$ cat config.mk
export PLATFORM = sky130hd
export DESIGN_NAME = iob_cache_req_bridge
export DESIGN_NICKNAME = d
export VERILOG_FILES = /design/src/rtl/iob_cache_bridge_pkg.sv /design/src/rtl/iob_cache_bridge_fifo.sv /design/src/rtl/iob_cache_req_bridge.sv
export SDC_FILE = /design/constraint.sdc
export NUM_CORES = 1
export LEC_CHECK = 0
export ABC_AREA = 1
export CAP_MARGIN = 20
export CORE_MARGIN = 1.5
export CORE_UTILIZATION = 25
export DETAILED_ROUTE_END_ITERATION = 16
export SYNTH_ARGS = -nofsm -noshare
export SYNTH_HDL_FRONTEND = slang
export SYNTH_SLANG_ARGS = --single-unit
$ cat constraint.sdc
create_clock -name clk_i -period 3.45 [get_ports clk_i]
set_clock_uncertainty 0.1 [all_clocks]
set_input_delay 0.5175 -clock clk_i [delete_from_list [all_inputs] [get_ports clk_i]]
set_output_delay 0.5175 -clock clk_i [all_outputs]
set_load 0.02 [all_outputs]
$ cat src/rtl/iob_cache_bridge_pkg.sv
// rtl/iob_cache_bridge_pkg.sv - shared widths and response entry type for the IOb cache request bridge
package iob_cache_bridge_pkg;

    localparam int DEF_ADDR_W  = 30;
    localparam int DEF_DATA_W  = 32;
    localparam int DEF_ID_W    = 4;
    localparam int DEF_DEPTH_W = 2;

    localparam int DEPTH = 2 ** DEF_DEPTH_W;
    localparam int RES_W = DEF_DEPTH_W + 1;

    typedef struct packed {
        logic                  write;
        logic [DEF_ID_W-1:0]   id;
        logic [DEF_DATA_W-1:0] rdata;
    } rsp_entry_t;

    function automatic int depth_of(input int depth_w);
        return 2 ** depth_w;
    endfunction

endpackage

$ cat src/rtl/iob_cache_bridge_fifo.sv
// rtl/iob_cache_bridge_fifo.sv - first-word-fall-through sync FIFO with full/empty/level
module iob_cache_bridge_fifo #(
    parameter int WIDTH   = 8,
    parameter int DEPTH_W = 2
) (
    input  logic               clk,
    input  logic               rst_n,
    input  logic               push,
    input  logic [WIDTH-1:0]   push_data,
    input  logic               pop,
    output logic [WIDTH-1:0]   pop_data,
    output logic               full,
    output logic               empty,
    output logic [DEPTH_W:0]   level
);

    localparam logic [DEPTH_W:0] DEPTH_L = (DEPTH_W + 1)'(2 ** DEPTH_W);

    logic [WIDTH-1:0] mem [2**DEPTH_W];
    logic [DEPTH_W:0] wr_ptr;
    logic [DEPTH_W:0] rd_ptr;
    logic             do_push;
    logic             do_pop;

    assign level    = wr_ptr - rd_ptr;
    assign full     = (level == DEPTH_L);
    assign empty    = (level == '0);
    assign do_push  = push & ~full;
    assign do_pop   = pop & ~empty;
    assign pop_data = mem[rd_ptr[DEPTH_W-1:0]];

    always_ff @(posedge clk or negedge rst_n) begin
        if (!rst_n) begin
            wr_ptr <= '0;
            rd_ptr <= '0;
        end else begin
            if (do_push) wr_ptr <= wr_ptr + 1'b1;
            if (do_pop)  rd_ptr <= rd_ptr + 1'b1;
        end
    end

    // Storage is not reset; empty gates every consumer of pop_data.
    always_ff @(posedge clk) begin
        if (do_push) mem[wr_ptr[DEPTH_W-1:0]] <= push_data;
    end

endmodule

$ cat src/rtl/iob_cache_req_bridge.sv
// rtl/iob_cache_req_bridge.sv - valid/ready request stream to IOb front-end bridge with in-order read responses
// Optional write acknowledges: IOB_CACHE_REQ_BRIDGE_WACK_EN
module iob_cache_req_bridge
    import iob_cache_bridge_pkg::*;
#(
    parameter int ADDR_W  = DEF_ADDR_W,
    parameter int DATA_W  = DEF_DATA_W,
    parameter int ID_W    = DEF_ID_W,
    parameter int DEPTH_W = DEF_DEPTH_W
) (
    input  logic                clk_i,
    input  logic                arst_n_i,
    input  logic                req_valid_i,
    output logic                req_ready_o,
    input  logic [ADDR_W-1:0]   req_addr_i,
    input  logic [DATA_W-1:0]   req_wdata_i,
    input  logic [DATA_W/8-1:0] req_wstrb_i,
    input  logic [ID_W-1:0]     req_id_i,
    output logic                rsp_valid_o,
    input  logic                rsp_ready_i,
    output logic [DATA_W-1:0]   rsp_rdata_o,
    output logic [ID_W-1:0]     rsp_id_o,
    output logic                rsp_write_o,
    output logic                iob_avalid_o,
    output logic [ADDR_W-1:0]   iob_addr_o,
    output logic [DATA_W-1:0]   iob_wdata_o,
    output logic [DATA_W/8-1:0] iob_wstrb_o,
    input  logic                iob_ready_i,
    input  logic                iob_rvalid_i,
    input  logic [DATA_W-1:0]   iob_rdata_i,
    output logic                busy_o,
    output logic                error_o
);

    localparam int CNT_W = DEPTH_W + 1;
    localparam logic [CNT_W-1:0] RSP_DEPTH = CNT_W'(depth_of(DEPTH_W));
`ifdef IOB_CACHE_REQ_BRIDGE_WACK_EN
    localparam int RSP_W = 1 + ID_W + DATA_W;
`else
    localparam int RSP_W = ID_W + DATA_W;
`endif

    logic                run_q;
    logic                hold_valid;
    logic [ID_W-1:0]     hold_id;
    logic [CNT_W-1:0]    reserved;
    logic                req_is_write, hold_is_write, slot_free;
    logic                req_fire, iob_fire, rsp_pop, reserve_inc, rd_push;
    logic                tag_empty, tag_full, rsp_empty, rsp_full, rsp_push;
    logic [DEPTH_W:0]    tag_level, rsp_level;
    logic [ID_W-1:0]     tag_head;
    logic [RSP_W-1:0]    rsp_push_data, rsp_head;
    logic                unused_fifo_status;

    assign req_is_write  = |req_wstrb_i;
    assign hold_is_write = |iob_wstrb_o;
    assign iob_avalid_o  = hold_valid;
    assign iob_fire      = hold_valid & iob_ready_i;
    assign slot_free     = reserved < RSP_DEPTH;
    assign req_fire      = req_valid_i & req_ready_o;
    assign rsp_valid_o   = ~rsp_empty;
    assign rsp_pop       = rsp_valid_o & rsp_ready_i;
    assign rd_push       = iob_rvalid_i & ~tag_empty;
    assign busy_o        = hold_valid | (reserved != '0);
    assign rsp_rdata_o   = rsp_valid_o ? rsp_head[DATA_W-1:0] : '0;
    assign rsp_id_o      = rsp_valid_o ? rsp_head[DATA_W +: ID_W] : '0;
    assign unused_fifo_status = ^{tag_full, tag_level, rsp_full, rsp_level};

`ifdef IOB_CACHE_REQ_BRIDGE_WACK_EN
    logic            pend_valid;
    logic [ID_W-1:0] pend_id;
    logic            ack_now;

    assign ack_now     = iob_fire & hold_is_write;
    // A new write may not enter while its ack could collide with one already parked.
    assign req_ready_o = run_q & (~hold_valid | iob_fire) & slot_free
                       & (~req_is_write | ~(pend_valid | (ack_now & rd_push)));
    assign reserve_inc = req_fire;
    assign rsp_push    = rd_push | ack_now | pend_valid;
    assign rsp_write_o = rsp_valid_o & rsp_head[RSP_W-1];

    always_comb begin
        rsp_push_data = {1'b1, hold_id, {DATA_W{1'b0}}};
        if (rd_push)         rsp_push_data = {1'b0, tag_head, iob_rdata_i};
        else if (pend_valid) rsp_push_data = {1'b1, pend_id, {DATA_W{1'b0}}};
    end

    always_ff @(posedge clk_i or negedge arst_n_i) begin
        if (!arst_n_i) begin
            pend_valid <= 1'b0;
            pend_id    <= '0;
        end else if (ack_now & (rd_push | pend_valid)) begin
            pend_valid <= 1'b1;
            pend_id    <= hold_id;
        end else if (pend_valid & ~rd_push) begin
            pend_valid <= 1'b0;
        end
    end
`else
    assign req_ready_o   = run_q & (~hold_valid | iob_fire) & (req_is_write | slot_free);
    assign reserve_inc   = req_fire & ~req_is_write;
    assign rsp_push      = rd_push;
    assign rsp_push_data = {tag_head, iob_rdata_i};
    assign rsp_write_o   = 1'b0;
`endif

    always_ff @(posedge clk_i or negedge arst_n_i) begin
        if (!arst_n_i) begin
            run_q       <= 1'b0;
            hold_valid  <= 1'b0;
            hold_id     <= '0;
            iob_addr_o  <= '0;
            iob_wdata_o <= '0;
            iob_wstrb_o <= '0;
            reserved    <= '0;
            error_o     <= 1'b0;
        end else begin
            run_q <= 1'b1;
            if (req_fire) begin
                hold_valid  <= 1'b1;
                hold_id     <= req_id_i;
                iob_addr_o  <= req_addr_i;
                iob_wdata_o <= req_wdata_i;
                iob_wstrb_o <= req_wstrb_i;
            end else if (iob_fire) begin
                hold_valid <= 1'b0;
            end
            case ({reserve_inc, rsp_pop})
                2'b10:   reserved <= reserved + CNT_W'(1);
                2'b01:   reserved <= reserved - CNT_W'(1);
                default: reserved <= reserved;
            endcase
            if (iob_rvalid_i & tag_empty) error_o <= 1'b1;
        end
    end

    iob_cache_bridge_fifo #(.WIDTH(ID_W), .DEPTH_W(DEPTH_W)) u_tag_fifo (
        .clk       (clk_i),
        .rst_n     (arst_n_i),
        .push      (iob_fire & ~hold_is_write),
        .push_data (hold_id),
        .pop       (rd_push),
        .pop_data  (tag_head),
        .full      (tag_full),
        .empty     (tag_empty),
        .level     (tag_level)
    );

    iob_cache_bridge_fifo #(.WIDTH(RSP_W), .DEPTH_W(DEPTH_W)) u_rsp_fifo (
        .clk       (clk_i),
        .rst_n     (arst_n_i),
        .push      (rsp_push),
        .push_data (rsp_push_data),
        .pop       (rsp_pop),
        .pop_data  (rsp_head),
        .full      (rsp_full),
        .empty     (rsp_empty),
        .level     (rsp_level)
    );

endmodule
Word-level counts from Yosys, hierarchy flattened
Memories as Yosys holds them, arrays and structs flattened.
Cells that the tools add are included.
{"block": "totals", "register_bits": 88, "ram_bits": 160, "memories": 2, "wordCells": 66}
{"block": "classes", "addsub": 8, "magnitude_cmp": 1, "bitwise_logic": 23, "n_mux": 9, "reduce_logical": 7, "eq_ne": 4}
{"memory": "u_rsp_fifo.mem", "depth": 4, "width": 36, "read_ports": 1, "rd_clocked_by_memory_dff": 0, "wr": 1, "line_no": "iob_cache_bridge_fifo.sv:19", "source": "logic [WIDTH-1:0] mem [2**DEPTH_W];"}
{"memory": "u_tag_fifo.mem", "depth": 4, "width": 4, "read_ports": 1, "rd_clocked_by_memory_dff": 0, "wr": 1, "line_no": "iob_cache_bridge_fifo.sv:19"}
{"op": "two-way mux 32 bit", "count": 1}
{"op": "adder 3 x 1 -> 3 bit (second input constant)", "count": 5}
{"op": "bitwise AND 1 bit", "count": 13}
{"op": "OR reduction 4 bit", "count": 2}
{"op": "inverter 1 bit", "count": 7}
{"op": "== test 3 bit (second input constant)", "count": 2}
{"op": "logical NOT 3 bit", "count": 2}
{"op": "two-way mux 1 bit", "count": 6}
{"op": "case mux 3 bit (2 select lines)", "count": 1}
{"op": "subtractor 3 bit", "count": 2}
{"op": "two-way mux 4 bit", "count": 1}
{"op": "nonzero test 2 bit", "count": 2}
{"op": "< comparator 3 bit (second input constant)", "count": 1}
{"op": "bitwise OR 1 bit", "count": 3}
{"op": "nonzero test 3 bit", "count": 1}
{"op": "subtractor 3 x 1 -> 3 bit (second input constant)", "count": 1}
{"op": "== test 2 x 1 -> 1 bit (second input constant)", "count": 1}
{"op": "== test 2 bit (second input constant)", "count": 1}

Longest topological paths before layout
{"block": "depth", "depth_word": 8, "depth_mapped": 16, "ltp_nobuf": 15}

Hierarchy
A second synthesis with hierarchy kept.
{"block": "hier_totals", "hier_cells": 950, "hier_area_um2": 10398.7}
{"mod": "iob_cache_bridge_fifo (u_rsp_fifo)", "seq_area_each_um2": 4474.3, "area_per_inst_um2": 5804.3, "instances": 1, "cells_each": 416}
{"mod": "iob_cache_req_bridge", "seq_area_each_um2": 1901.8, "area_per_inst_um2": 3503.4, "instances": 1, "cells_each": 431}
{"mod": "iob_cache_bridge_fifo (u_tag_fifo)", "seq_area_each_um2": 630.6, "area_per_inst_um2": 1091.0, "instances": 1, "cells_each": 103}

Least setup slack after synthesis
OpenSTA, ideal clock, no wires.
{"block": "synth_path", "path_type": "register to register", "from": "register u_rsp_fifo.rd_ptr[1]", "to": "memory u_rsp_fifo.mem[0][0] (netlist name), enable pin", "period_less_slack_ps": 3555, "stages_incl_launch_ff": 9, "t_arrival_ps": 3026, "setup_ps": 429, "required_time_ps": 2921, "setup_slack_ps": -105, "cell_sequence": "dfrtp_1 > inv_1 > buf_2 > ha_1 > a21oi_1 > nand2_2 > nand3_1 > nand3_2 > nor2_1"}
{"block": "synth_via", "elab_chain_len": 6}
{"element": "start: declaration", "line_no": "iob_cache_bridge_fifo.sv:21", "source": "logic [DEPTH_W:0] rd_ptr;"}
{"element": "start signal: assignment", "line_no": "iob_cache_bridge_fifo.sv:38", "source": "if (do_pop) rd_ptr <= rd_ptr + 1'b1;"}
{"element": "subtractor 3 bit", "line_no": "iob_cache_bridge_fifo.sv:25", "source": "assign level = wr_ptr - rd_ptr;"}
{"element": "== test 3 bit", "line_no": "iob_cache_bridge_fifo.sv:26", "source": "assign full = (level == DEPTH_L);"}
{"element": "inverter 1 bit", "line_no": "iob_cache_bridge_fifo.sv:28", "source": "assign do_push = push & ~full;"}
{"element": "bitwise AND 1 bit", "line_no": "iob_cache_bridge_fifo.sv:28"}
{"element": "two-way mux 1 bit", "line_no": "iob_cache_bridge_fifo.sv:44", "source": "if (do_push) mem[wr_ptr[DEPTH_W-1:0]] <= push_data;"}
{"element": "two-way mux 1 bit (implied by the code)", "line_no": "iob_cache_bridge_fifo.sv:44"}
{"element": "end: declaration", "line_no": "iob_cache_bridge_fifo.sv:19"}
No other way between the ends.

Final worst setup path
{"block": "layout_path", "from": "register u_rsp_fifo.wr_ptr[1]", "to": "output rsp_rdata_o[25]"}
{"block": "layout_via", "elab_chain_len": 3}
{"element": "start: declaration", "line_no": "iob_cache_bridge_fifo.sv:20", "source": "logic [DEPTH_W:0] wr_ptr;"}
{"element": "start signal: assignment", "line_no": "iob_cache_bridge_fifo.sv:37", "source": "if (do_push) wr_ptr <= wr_ptr + 1'b1;"}
{"element": "subtractor 3 bit", "line_no": "iob_cache_bridge_fifo.sv:25"}
{"element": "logical NOT 3 bit", "line_no": "iob_cache_bridge_fifo.sv:27", "source": "assign empty = (level == '0);"}
{"element": "two-way mux 32 bit", "line_no": "iob_cache_req_bridge.sv:65", "source": "assign rsp_rdata_o = rsp_valid_o ? rsp_head[DATA_W-1:0] : '0;"}
{"element": "end: declaration", "line_no": "iob_cache_req_bridge.sv:21", "source": "output logic [DATA_W-1:0] rsp_rdata_o,"}
No other way between the ends.

==> results.cfg <==
[global_route]
grt_first_pass_wirelength_mm = 40.4
antenna_found_initial = 1
grt_pass1_vias = 7355
grt_use_total_pct = 12.2
grt_overflow = 0
grt_max_degree = 65

[pwr]
ir_drop_mv = 0.431
power_density_nw_per_um2 = 918
p_total_w = 0.0129
power_leakage_nw = 5.70

[cts]
cts_buffers = 29
cts.sinks = 248
path_clk_slew_ns = 0.06
clock_path_buffers = 3
insertion_delay_ns = 0.57
htree_levels = 1
root_buffer = clkbuf_16
tritoncts = yes

[yosys]
ys_ff_latch = 248
ys_seq_area_share_pct = 68.8
yosysWarnings = 0
synth_cells = 927
netlist_area_um2 = 10200
syn_avg_cell_area_um2 = 11.0
synth_fp_nets = 1051
yosysUniqueCellTypes = 32

[detailed_routing]
final_antenna_net_count = 0
dr.pass1.iters = 4
drcViolationCount = 0
wire_per_inst_um = 15.5
routed_wl_mm = 26.3
initialDrtViolationCount = 326
vias = 7379
routed_via_density = 4.36

[floorplan]
die_area_um2 = 42000
rows = 73
io_pins = 216
fp.dieH_um = 205
initial_core_util_pct = 25.5
die_w_um = 205
core-area_um2 = 40000

[worst_hold_path]
min_path_type = in2reg

[layout]
final_common_cell = nand2_1
final_area_um2 = 14000
fin_nets = 1267
layout_common_cells = nand2_1 (221), clkdlybuf4s50_1 (212), edfxtp_1 (160)
drive_gt1_share_pct = 7.72
area_growth_pct = 37.6

[outcome]
status = completed

[place]
placed_cell_area_um2 = 12900
routabilityCongestion = 0.756
dp_hpwl_mm = 16.4
numPortBuffers = 214

[timing]
worst_pin_slew_ns = 0.862
fin_tns_setup_ns = 0
slew_violations = 0
period_needed_ns = 3.32
slew-limit-headroom_pct = 42.6
fin_crit_sh_pct = 96.1
fmax_mhz = 302
hold_viol = 0
finalSetupViolCount = 0

[worst_setup_path]
worstPathArrival_ns = 2.70
path_buf_inv = 2
crit_family = simple AND/OR/NAND/NOR gates
setup.worst_path.start_class = register
cp-end-kind = output port
crit_top_cell = nand2_4
critPathMaxFanout = 10
crit_chain = ha_1, a21oi_1, nand2_2, nand2_4, nand2_4, nand2_1, inv_1, clkdlybuf4s50_1
cpMaxStageDelayCell = clkdlybuf4s50_1
slowest_delay_ns = 0.52
required_ns = 2.83
worstSetupPathType = reg2out

[run]
cap_violations = 0
==> synthesized netlist by cell type <==
cell type  number  area (µm²)
o21ai_0        77         385
nand3_1        79         395
a21oi_1         3        15.0
nand2_2         5        31.3
inv_4           1        6.26
nand2_4         2        22.5
o21bai_1        1        7.51
fa_1            1        20.0
conb_1          2        7.51
buf_4           9        67.6
nor2_1         92         345
o21ai_2         1        8.76
o22ai_1        40         250
nor3_1          1        5.00
xor2_1          2        17.5
buf_6           2        22.5
buf_1           1        3.75
nand3_2         2        20.0
nand2_1       221         830
clkbuf_2        2        10.0
nand4_1         4        25.0
o21ai_1         7        35.0
edfxtp_1      160        4800
buf_2          19        95.1
xnor2_1         4        35.0
ha_1           15         188
inv_1          65         244
mux2_2          1        11.3
inv_2           2        7.51
dfrtp_1        88        2200
o21a_1          1        7.51
clkbuf_1       17        63.8
==> report_power, final <==
part / internal (W) / leakage (nW) / switching (W)
combinational: 0.00216 / 2.67 / 0.00335
clock: 0.00188 / 0.489 / 0.00122
sequential: 0.00397 / 2.55 / 0.000304
total: 0.00800 / 5.70 / 0.00487
==> path summary, 6_finish.rpt <==
kind / startpoint / to / slack, ns / depth (start not counted)
worst max register to register: u_rsp_fifo.wr_ptr[1] / reserved[2] / 0.53 / 12
worst max-delay path: u_rsp_fifo.wr_ptr[1] / rsp_rdata_o[25] / 0.13 / 8
min in group asynchronous: arst_n_i / iob_wdata_o[6] / 0.51 / 2
max in group asynchronous: arst_n_i / iob_wdata_o[31] / 1.96 / 3
worst min-delay path: req_valid_i / iob_addr_o[5] / 0.25 / 3
worst min register to register: iob_wdata_o[21] / iob_wdata_o[21] / 0.37 / 2
==> routing by layer <==
layer	wire length [µm]	GRT usage, %
met4	518	2.97
met5	0	0
met3	2800	4.93
met2	11900	19.8
met1	11000	15.2
==> flip-flops by register name, summed over array words and instances (netlist names) <==
register and flops:
u_tag_fifo.mem 16, iob_wstrb_o 4, iob_avalid_o 1, u_tag_fifo.wr_ptr 3
error_o 1, u_rsp_fifo.mem 144, run_q 1, iob_addr_o 30
u_rsp_fifo.rd_ptr 3, u_rsp_fifo.wr_ptr 3, iob_wdata_o 32, reserved 3
hold_id 4, u_tag_fifo.rd_ptr 3
==> cell families (layout without fill, tap and decap cells) <==
logic type | Yosys count | after routing | synth area share [%]
AO/OA/AOI/OAI | 130 | 130 | 6.96
XOR/XNOR | 6 | 6 | 0.516
adder cells (fa/ha/maj) | 16 | 16 | 2.04
buffers and inverters | 118 | 354 | 5.11
flip-flops | 248 | 248 | 68.8
multiplexers | 1 | 1 | 0.111
other | 2 | 4 | 0.0737
AND/OR/NAND/NOR | 406 | 409 | 16.4
==> layout make-up <==
| class | count | area [µm²] |
|---|---|---|
| Fill cell | 4052 | 26000 |
| Clock inverter | 11 | 131 |
| Inverter | 68 | 264 |
| Clock buffer | 43 | 858 |
| Timing Repair Buffer | 232 | 2350 |
| Sequential cell | 248 | 7010 |
| Antenna cell | 2 | 5.00 |
| Multi-Input combinational cell | 564 | 2750 |
| Tap cell | 525 | 657 |
==> stage by stage <==
stage	hold WS, ns	std cells	setup slack, ns	util (%)
2_1_floorplan	0.122	927	-0.105	-
3_3_place_gp	0.353	1631	0.546	32.3
3_5_place_dp	0.360	1631	0.454	32.3
4_1_cts	0.210	1686	0.0345	34.8
5_1_grt	0.230	1691	-0.0103	35.0
6_report	0.251	1693	0.134	35.0
==> what timing repair did <==
| action | 4_1_cts | 5_1_grt |
|---|---|---|
| gates cloned | 0 | 3 |
| endpoints found under the setup margin | 36 | 36 |
| setup buffers | 0 | 2 |
| endpoints found under the hold margin | 57 | 0 |
| pin swaps | 0 | 2 |
| resized for setup | 1 | 4 |
| hold buffers | 1 | 0 |
==> worst reg2reg max path: stages (launching register included) <==
cell and delay, ns:
dfrtp_1 0.43, ha_1 0.33, a21oi_1 0.21, nand2_2 0.10, nand2_4 0.20, nand2_4 0.18
nand2_4 0.12, inv_1 0.09, ha_1 0.24, fa_1 0.38, a21oi_1 0.14, o21ai_0 0.12
xor2_1 0.15
(Power assumes the default switching activity.)
